### config.mk
export PLATFORM = sky130hd
export DESIGN_NAME = usrt_tx_queue_flat
export DESIGN_NICKNAME = d
export VERILOG_FILES = /design/src/rtl/usrt_pkg.sv /design/src/rtl/usrt_tx_queue_if.sv /design/src/rtl/usrt_fifo_mem.sv /design/src/rtl/usrt_tx_queue.sv /design/src/flat_wrapper.sv
export SDC_FILE = /design/constraint.sdc
export NUM_CORES = 1
export LEC_CHECK = 0
export CORE_MARGIN = 2
export CORE_UTILIZATION = 51
export CTS_CLUSTER_SIZE = 25
export DETAILED_ROUTE_END_ITERATION = 6
export PLACE_DENSITY = 0.8
export SLEW_MARGIN = 10
export SYNTH_ARGS = -nofsm -noshare
export SYNTH_HDL_FRONTEND = slang
export SYNTH_SLANG_ARGS = --single-unit
export TNS_END_PERCENT = 1
### constraint.sdc
create_clock -name Clock -period 2.1 [get_ports Clock]
set_input_delay 0.42 -clock Clock [delete_from_list [all_inputs] [get_ports Clock]]
set_output_delay 0.42 -clock Clock [all_outputs]
set_load 0.01 [all_outputs]
### src/rtl/usrt_pkg.sv
// Shared definitions for the USRT transmit-queue slice: FSM encoding and default geometry.
package usrt_pkg;

  localparam int unsigned DEFAULT_DEPTH = 8;
  localparam int unsigned DEFAULT_WIDTH = 8;

  typedef enum logic [2:0] {
    IDLE,
    LOAD,
    SEND,
    WAIT_DONE,
    WAIT_REL
  } tx_state_e;

endpackage

### src/rtl/usrt_tx_queue_if.sv
// Host/transmitter-facing signal bundle of the transmit queue.
interface usrt_tx_queue_if #(
  parameter int unsigned DEPTH = usrt_pkg::DEFAULT_DEPTH,
  parameter int unsigned WIDTH = usrt_pkg::DEFAULT_WIDTH
);
  localparam int unsigned AW = $clog2(DEPTH);

  logic             WR;
  logic [WIDTH-1:0] Host_Data;
  logic             Clr_Ovf;
  logic             Full;
  logic             Empty;
  logic [AW:0]      Count;
  logic             Overflow;
  logic [WIDTH-1:0] Data_Out;
  logic             SEND;
  logic             NINTO;
  logic             Busy;

  // Host and transmitter side (drives writes and the completion interrupt).
  modport master (
    output WR, Host_Data, Clr_Ovf, NINTO,
    input  Full, Empty, Count, Overflow, Data_Out, SEND, Busy
  );

  // Queue side.
  modport slave (
    input  WR, Host_Data, Clr_Ovf, NINTO,
    output Full, Empty, Count, Overflow, Data_Out, SEND, Busy
  );

endinterface

### src/rtl/usrt_fifo_mem.sv
// Circular register FIFO with occupancy counter; push/pop are plain strobes gated by full/empty.
module usrt_fifo_mem
  import usrt_pkg::*;
#(
  parameter int unsigned DEPTH = DEFAULT_DEPTH,
  parameter int unsigned WIDTH = DEFAULT_WIDTH
) (
  input  logic                       clk,
  input  logic                       rst_n,
  input  logic                       push,
  input  logic [WIDTH-1:0]           wdata,
  input  logic                       pop,
  output logic [WIDTH-1:0]           rdata,
  output logic                       full,
  output logic                       empty,
  output logic [$clog2(DEPTH):0]     count
);
  localparam int unsigned AW = $clog2(DEPTH);
  localparam logic [AW:0] FULL_COUNT = (AW+1)'(DEPTH);

  logic [WIDTH-1:0] mem_q [DEPTH];
  logic [AW-1:0]    wp_q, wp_d;
  logic [AW-1:0]    rp_q, rp_d;
  logic [AW:0]      count_q, count_d;
  logic             full_q, full_d;
  logic             empty_q, empty_d;
  logic             do_push, do_pop;

  assign do_push = push && !full_q;
  assign do_pop  = pop && !empty_q;

  always_comb begin
    wp_d    = wp_q;
    rp_d    = rp_q;
    count_d = count_q;
    if (do_push) wp_d = wp_q + 1'b1;
    if (do_pop)  rp_d = rp_q + 1'b1;
    unique case ({do_push, do_pop})
      2'b10:   count_d = count_q + 1'b1;
      2'b01:   count_d = count_q - 1'b1;
      default: count_d = count_q;
    endcase
    // Flags come from the post-update count so they stay registered outputs.
    full_d  = (count_d == FULL_COUNT);
    empty_d = (count_d == '0);
  end

  always_ff @(posedge clk or negedge rst_n) begin
    if (!rst_n) begin
      wp_q    <= '0;
      rp_q    <= '0;
      count_q <= '0;
      full_q  <= 1'b0;
      empty_q <= 1'b1;
    end else begin
      wp_q    <= wp_d;
      rp_q    <= rp_d;
      count_q <= count_d;
      full_q  <= full_d;
      empty_q <= empty_d;
    end
  end

  // Storage needs no reset: the pointers define which entries are live.
  always_ff @(posedge clk) begin
    if (do_push) mem_q[wp_q] <= wdata;
  end

  assign rdata = mem_q[rp_q];
  assign full  = full_q;
  assign empty = empty_q;
  assign count = count_q;

endmodule

### src/rtl/usrt_tx_queue.sv
// Transmit queue: buffers host bytes and hands them to the USRT one at a time,
// pulsing SEND and waiting for the active-low completion interrupt between bytes.
module usrt_tx_queue
  import usrt_pkg::*;
#(
  parameter int unsigned DEPTH = DEFAULT_DEPTH,
  parameter int unsigned WIDTH = DEFAULT_WIDTH
) (
  input  logic            Clock,
  input  logic            Reset,
  usrt_tx_queue_if.slave  bus
);
  localparam int unsigned AW = $clog2(DEPTH);

  tx_state_e        state_q, state_d;
  logic [WIDTH-1:0] data_q, data_d;
  logic             send_q, send_d;
  logic             busy_q, busy_d;
  logic             ovf_q, ovf_d;

  logic             pop;
  logic [WIDTH-1:0] rdata;
  logic             fifo_full;
  logic             fifo_empty;
  logic [AW:0]      fifo_count;

  usrt_fifo_mem #(
    .DEPTH (DEPTH),
    .WIDTH (WIDTH)
  ) u_fifo (
    .clk   (Clock),
    .rst_n (Reset),
    .push  (bus.WR),
    .wdata (bus.Host_Data),
    .pop   (pop),
    .rdata (rdata),
    .full  (fifo_full),
    .empty (fifo_empty),
    .count (fifo_count)
  );

  always_comb begin
    state_d = state_q;
    pop     = 1'b0;
    unique case (state_q)
      IDLE: begin
        // A stale low NINTO blocks the start of a new byte.
        if (!fifo_empty && bus.NINTO) begin
          state_d = LOAD;
          pop     = 1'b1;
        end
      end
      LOAD:      state_d = SEND;
      SEND:      state_d = WAIT_DONE;
      WAIT_DONE: if (!bus.NINTO) state_d = WAIT_REL;
      WAIT_REL:  if (bus.NINTO)  state_d = IDLE;
      default:   state_d = IDLE;
    endcase

    data_d = pop ? rdata : data_q;
    // SEND and Busy are decoded from the next state so they are flop outputs.
    send_d = (state_d == SEND);
    busy_d = (state_d != IDLE);

    ovf_d = ovf_q;
    if (bus.Clr_Ovf)            ovf_d = 1'b0;
    if (bus.WR && fifo_full)    ovf_d = 1'b1;
  end

  always_ff @(posedge Clock or negedge Reset) begin
    if (!Reset) begin
      state_q <= IDLE;
      data_q  <= '0;
      send_q  <= 1'b0;
      busy_q  <= 1'b0;
      ovf_q   <= 1'b0;
    end else begin
      state_q <= state_d;
      data_q  <= data_d;
      send_q  <= send_d;
      busy_q  <= busy_d;
      ovf_q   <= ovf_d;
    end
  end

  assign bus.Full     = fifo_full;
  assign bus.Empty    = fifo_empty;
  assign bus.Count    = fifo_count;
  assign bus.Overflow = ovf_q;
  assign bus.Data_Out = data_q;
  assign bus.SEND     = send_q;
  assign bus.Busy     = busy_q;

endmodule
### src/flat_wrapper.sv
// flat-port wrapper written by rule: the top's interface ports become plain ports
module usrt_tx_queue_flat import usrt_pkg::*;
#(
  parameter int unsigned DEPTH = DEFAULT_DEPTH,
  parameter int unsigned WIDTH = DEFAULT_WIDTH
)
  (Clock, Reset, bus_WR, bus_Host_Data, bus_Clr_Ovf, bus_NINTO, bus_Full, bus_Empty, bus_Count, bus_Overflow, bus_Data_Out, bus_SEND, bus_Busy);
  usrt_tx_queue_if #(.DEPTH(DEPTH), .WIDTH(WIDTH)) bus_i ();
  input  logic Clock;
  input  logic Reset;
  input wire logic [$bits(bus_i.WR)-1:0] bus_WR;
  input wire logic [$bits(bus_i.Host_Data)-1:0] bus_Host_Data;
  input wire logic [$bits(bus_i.Clr_Ovf)-1:0] bus_Clr_Ovf;
  input wire logic [$bits(bus_i.NINTO)-1:0] bus_NINTO;
  output wire logic [$bits(bus_i.Full)-1:0] bus_Full;
  output wire logic [$bits(bus_i.Empty)-1:0] bus_Empty;
  output wire logic [$bits(bus_i.Count)-1:0] bus_Count;
  output wire logic [$bits(bus_i.Overflow)-1:0] bus_Overflow;
  output wire logic [$bits(bus_i.Data_Out)-1:0] bus_Data_Out;
  output wire logic [$bits(bus_i.SEND)-1:0] bus_SEND;
  output wire logic [$bits(bus_i.Busy)-1:0] bus_Busy;
  assign bus_i.WR = bus_WR;
  assign bus_i.Host_Data = bus_Host_Data;
  assign bus_i.Clr_Ovf = bus_Clr_Ovf;
  assign bus_i.NINTO = bus_NINTO;
  assign bus_Full = bus_i.Full;
  assign bus_Empty = bus_i.Empty;
  assign bus_Count = bus_i.Count;
  assign bus_Overflow = bus_i.Overflow;
  assign bus_Data_Out = bus_i.Data_Out;
  assign bus_SEND = bus_i.SEND;
  assign bus_Busy = bus_i.Busy;
  usrt_tx_queue #(.DEPTH(DEPTH), .WIDTH(WIDTH)) u_core (.Clock(Clock), .Reset(Reset), .bus(bus_i));
endmodule
; ---- After elaboration in Yosys (flattened, before gate mapping)
; Memories as Yosys holds them, arrays and structs flattened. A register that Yosys moved wholly into a read port is not among the register bits.
; Index checks and enable logic that the tools add are counted.
[word_totals]
memories = 1
register_bits = 18
rom_bits = 0
ramBits = 64
latch_bits = 0
in_bits = 13
elab_cells = 44
[memory_table]
columns = memory, depth, word_bits, read_ports, rd_clocked_by_memory_dff, write_ports, line_no
row1 = u_core.u_fifo.mem_q, 8, 8, 1, 1, 1, usrt_fifo_mem.sv:21  ; logic [WIDTH-1:0] mem_q [DEPTH];
[classes]
magnitude_cmp = 0
n_eq_ne = 8
mux = 11
shift = 0
bitwise_logic = 0
reduce_logical = 11
addsub = 4
multipliers = 0
div = 0
[ops]
columns = op, count
row1 = $pmux 3 s5, 1
row2 = $eq 3x2->1 const B, 3
row3 = $mux 3, 3
row4 = $pmux 4 s2, 1
row5 = $add 3x1->3 const B, 2
row6 = $mux 1, 6
row7 = $add 4x1->4 const B, 1
row8 = $eq 4x4->1 const B, 1
row9 = $logic_and 1x1->1, 4
row10 = $logic_not 4->1, 1
row11 = $sub 4x1->4 const B, 1
row12 = $eq 3x1->1 const B, 1
row13 = $eq 3x3->1 const B, 1
row14 = $logic_not 1->1, 3
row15 = $logic_not 3->1, 1
row16 = $reduce_bool 3->1, 1
row17 = $eq 2x1->1 const B, 1
row18 = $eq 2x2->1 const B, 1
row19 = $reduce_bool 2->1, 1

; ---- Logic depth before layout (Yosys ltp)
[depth]
ltp_word = 8
ltp_mapped = 10

; ---- By module
; Synthesis repeated with hierarchy kept, for this count alone.
[hier_totals]
cells_unflattened = 206
hier_area_um2 = 3711.1
[by_module_without_submodules]
columns = module, area_per_inst_um2, cells_each, n_inst, seq_area_each_um2
row1 = usrt_fifo_mem, 3143.0, 164, 1, 2223.4
row2 = usrt_tx_queue, 568.0, 42, 1, 350.3

; ---- Worst setup path before layout
; OpenSTA, ideal clock, no wires.
[synth_timing]
path_kind = input to register
from = input bus_NINTO
to = register u_core.u_fifo.empty_q (netlist: u_core.u_fifo.empty)
path_slack_ps = -99
required_ps = 2025
n_path_buf = 1
cell_stages = 8
arrival_ps = 2124
path_cell_list = nor2b_1 nand2_1 inv_1 ha_1 clkbuf_1 or4_4 o211ai_2 nor3b_2
[synth_between]
elab_chain_len = 7
elab_cells_between_ends = 8
classes_between = eq/ne (2) / mux (3) / reduce/logical (3)
[synth_lines]
columns = item, line_no
row1 = start: declaration, flat_wrapper.sv:14  ; input wire logic [$bits(bus_i.NINTO)-1:0] bus_NINTO;
row2 = $logic_and 1x1->1 (*), usrt_tx_queue.sv:48  ; if (!fifo_empty && bus.NINTO) begin
row3 = $mux 1 (*), usrt_tx_queue.sv:48
row4 = $mux 1 (*), usrt_tx_queue.sv:45  ; unique case (state_q)
row5 = $logic_and 1x1->1 (*), usrt_fifo_mem.sv:30  ; assign do_pop = pop && !empty_q;
row6 = $eq 2x1->1 or $eq 2x2->1 (tied branches), usrt_fifo_mem.sv:38  ; unique case ({do_push, do_pop})
row7 = $pmux 4 s2 (*), usrt_fifo_mem.sv:38
row8 = $logic_not 4->1 (*), usrt_fifo_mem.sv:45  ; empty_d = (count_d == '0);
row9 = named net u_core.u_fifo.empty_d, usrt_fifo_mem.sv:26  ; logic empty_q, empty_d;
row10 = end signal: assignment, usrt_fifo_mem.sv:60  ; empty_q <= empty_d;
row11 = end: declaration, usrt_fifo_mem.sv:26
; Mark *: on every way through the listed nets, which the timed path passes. The rest lies on a longest branch.
; A chain may end at the register's enable or synchronous reset.

; ---- Worst setup path in the final report
[layout_timing]
from = input bus_NINTO
to = register u_core.u_fifo.empty_q (netlist: u_core.u_fifo.empty)
[layout_between]
elab_chain_len = 7
elab_cells_between_ends = 8
classes_between = eq/ne (2) / mux (3) / reduce/logical (3)
[layout_lines]
columns = item, line_no
row1 = $logic_and 1x1->1 (*), usrt_tx_queue.sv:48
row2 = $mux 1 (*), usrt_tx_queue.sv:48
row3 = $mux 1 (*), usrt_tx_queue.sv:45
row4 = $logic_and 1x1->1 (*), usrt_fifo_mem.sv:30
row5 = $eq 2x1->1 or $eq 2x2->1 (tied branches), usrt_fifo_mem.sv:38
row6 = $pmux 4 s2 (*), usrt_fifo_mem.sv:38
row7 = named net u_core.u_fifo.count_d[2], usrt_fifo_mem.sv:24  ; logic [AW:0] count_q, count_d;
row8 = $logic_not 4->1 (*), usrt_fifo_mem.sv:45
row9 = named net u_core.u_fifo.empty_d, usrt_fifo_mem.sv:26
; Marked as above.

==> impl_metrics.json <==
{
  "nets": 286,
  "grt_pass1_vias": 1973,
  "pre_cts_ws_ps": -517.8,
  "yosysTopAreaCellShare": 0.5322,
  "end_kind": "flop",
  "syn_to_final_growth_pct": 22.25,
  "yosys.area_share.simple": 0.08108,
  "synth_xor_area_frac": 0.01940,
  "ys_top_cells_by_area": "edfxtp_1 53%, dfrtp_1 17%, mux4_2 10%, nand2_1 2.3%, mux2i_1 2.2%",
  "fp.dieH_um": 88.15,
  "start_util": 0.5286,
  "period_minus_slack_ps": 2081,
  "io_buffers": 29,
  "final_layout_size_suffix_gt1_frac": 0.2737,
  "power.density_nw_per_um2": 1345,
  "grt_remaining_overflow": 0,
  "crit_path_max_fanout": 4,
  "dp.cells": 352,
  "outcome": "complete, no violations",
  "routed_wl_um": 6404,
  "total_power_mw": 5.937,
  "rsz0062_at_grt": "yes",
  "worst-setup-path-type": "in -> reg",
  "fmaxAchievable_ghz": 0.4806,
  "hp-class": "in -> async",
  "stdcell_count": 370,
  "route.detailed.drc": 0,
  "firstDrtPassIters": 5,
  "dp_hpwl_um": 4210,
  "critPathLaunchType": "input port",
  "wl_met3_um": 334,
  "htreeDepth": 3,
  "relSlewSlack": 0.6018,
  "synth_ff_type": "edfxtp_1",
  "die_w_um": 88.15,
  "netlist_instances": 214,
  "cts_buffers": 9,
  "tightestPinTransition_ps": 597.3,
  "wl_per_cell_um": 17.31,
  "synth_fa_ha_area_frac": 0.01386,
  "cts.path.max_buffers": 2,
  "drt-met1-wl_um": 2636,
  "synth_compound_area_frac": 0.02876,
  "seq_area_frac_synth": 0.7128,
  "grt_pass1_wl_um": 9963,
  "grt_max_degree": 27,
  "hold_viol_final": 0,
  "synth_top_family_by_area": "multiplexers",
  "synth_async_sr_flop_share": 0.2889,
  "ys_types": 35,
  "cp.required_ps": 2380,
  "ys_warn_count": 0,
  "grt_antenna_before_repair": 0,
  "power.leakage_nw": 1.596,
  "peakVddDrop_mv": 0.5481,
  "core_area_um2": 6832,
  "crit_arrival_ps": 2360,
  "gp_congestion": 0.8434,
  "met2_wirelength_um": 3303,
  "cts_tree": "built",
  "cts_hold_buf": 0,
  "route.vias.total": 1989,
  "dieArea_um2": 7770,
  "diodes": 0,
  "synth-edff-count": 64,
  "ioPinCount": 30,
  "num_rows": 30,
  "syn_area_um2": 3611,
  "grtUsageTotal": 0.1802,
  "final.period_utilization": 0.9908,
  "avgSynthCellArea_um2": 16.87,
  "fin_skew_ps": 15.10,
  "drtAntennaViolNets": 0,
  "drv_cap": 0,
  "final_max_slew_viol_count": 0,
  "muxShareOfSynthArea": 0.1282,
  "drt_iter0_drc": 100,
  "clk-insertion-delay-late_ps": 360,
  "numClockSinks": 90,
  "vias_per_cell": 5.376,
  "clockRootBuffer": "clkbuf_8",
  "ys_ff_latch": 90,
  "syn-num-nets": 231,
  "path_clk_slew_ps": 100,
  "setup_viol": 0,
  "fin_ws_ps": 19.26,
  "dr.max_layer_used": "met4",
  "synth_area_leader_cell": "edfxtp_1"
}
[worst max-delay path, cell delays in order]
cell and delay, ps:
clkdlybuf4s50_1 480, nor2b_4 210, nand3_2 130, xnor2_2 150
ha_2 180, a21oi_2 120, nor2_1 50, mux2_4 290
xnor2_4 140, nor3b_2 190
[cell usage in the layout (no fill, tap or decap), types with 2 or more instances in the layout]
master | Yosys | layout
edfxtp_1 | 64 | 64
clkdlybuf4s50_1 | 0 | 29
dfrtp_1 | 25 | 25
buf_4 | 1 | 22
nand2_1 | 22 | 21
mux4_2 | 16 | 16
nor2_1 | 10 | 10
o21ai_0 | 10 | 9
clkbuf_8 | 0 | 9
mux2i_1 | 8 | 8
xnor2_1 | 8 | 6
nor3_1 | 6 | 5
inv_1 | 5 | 4
a21oi_1 | 5 | 3
nor3b_1 | 3 | 3
inv_6 | 0 | 3
nor2b_4 | 1 | 2
nor3_2 | 1 | 2
a21oi_2 | 0 | 2
nand2b_1 | 2 | 2
ha_1 | 4 | 2
inv_8 | 0 | 2
clkinvlp_4 | 0 | 2
[flip-flops by register name (all words and copies together), names as in the netlist]
name and cells:
u_core.u_fifo.empty 1, u_core.bus.Overflow 1, u_core.u_fifo.rp_q 3, u_core.bus.SEND 1, u_core.u_fifo.full 1, u_core.u_fifo.wp_q 3, u_core.bus.Data_Out 8, u_core.u_fifo.mem_q 64
u_core.u_fifo.count 4, u_core.state_q 3, u_core.bus.Busy 1
[synthesized netlist by cell type (2+ instances only)]
master	number
xnor2_1	8
nand2b_1	2
mux2_2	2
clkbuf_1	2
mux2i_1	8
inv_1	5
edfxtp_1	64
a21oi_1	5
o21ai_0	10
nor2_1	10
buf_1	2
buf_2	2
nand2_1	22
nor3_1	6
nor3b_1	3
dfrtp_1	25
mux4_2	16
nor2b_1	2
ha_1	4
[stage by stage]
stage               cell area [um2]  utilization  setup TNS, ps  hold WS, ps
CTS                            4357       0.6377              0        431.2
finish                         4414       0.6462              0        433.6
detailed placement             4156       0.6084          -1656        470.0
global placement               4156       0.6084          -1235        462.1
floorplan                      3638            -              0        124.4
global route                   4414       0.6462         -98.71        456.3
[layout make-up]
cell class / count / area (um2)
clock buffer: 9 / 123.9
clock inverter: 7 / 63.81
fill: 502 / 2417
inverter: 6 / 25.02
multi-input combinational: 111 / 1052
sequential: 90 / 2574
tap: 96 / 120.1
timing repair buffer: 51 / 455.4
[cell families after synthesis]
kind of cell / after synthesis
flops: 90
simple gates: 55
mux: 26
compound gates: 18
buf+inv: 13
xor+xnor: 8
fa+ha+maj: 4
[per-layer routing]
| metal | vias to the layer above | track usage |
|---|---|---|
| met3 | 15 | 0.05467 |
| met1 | 991 | 0.2195 |
| met4 | 0 | 0.06198 |
| met5 | - | 0 |
| met2 | 66 | 0.3085 |
| li1 | 917 | - |
[power by group]
group	internal, mW	total [mW]	switching, mW
sequential	2.34	2.65	0.304
combinational	1.17	2.18	1.00
clock	0.459	1.11	0.653
total	3.98	5.94	1.96
[final timing paths]
path	start	endpoint	slack [ps]	cells after the start
max in group asynchronous	Reset	u_core.u_fifo.empty	1360	2
min reg2reg	u_core.bus.Data_Out[0]	u_core.bus.Data_Out[0]	480	2
min in group Clock	u_core.bus.Data_Out[0]	u_core.bus.Data_Out[0]	480	2
min	Reset	u_core.bus.Data_Out[7]	430	2
max reg2reg	u_core.state_q[1]	u_core.u_fifo.empty	50	9
max	bus_NINTO	u_core.u_fifo.empty	20	10
[timing repair]
action | CTS | global route
resized for setup | 2 | 9
endpoints found under the setup margin | 3 | 3
setup buffers | 0 | 2
pin swaps | 0 | 3
Power figures use the tool's default switching activity.
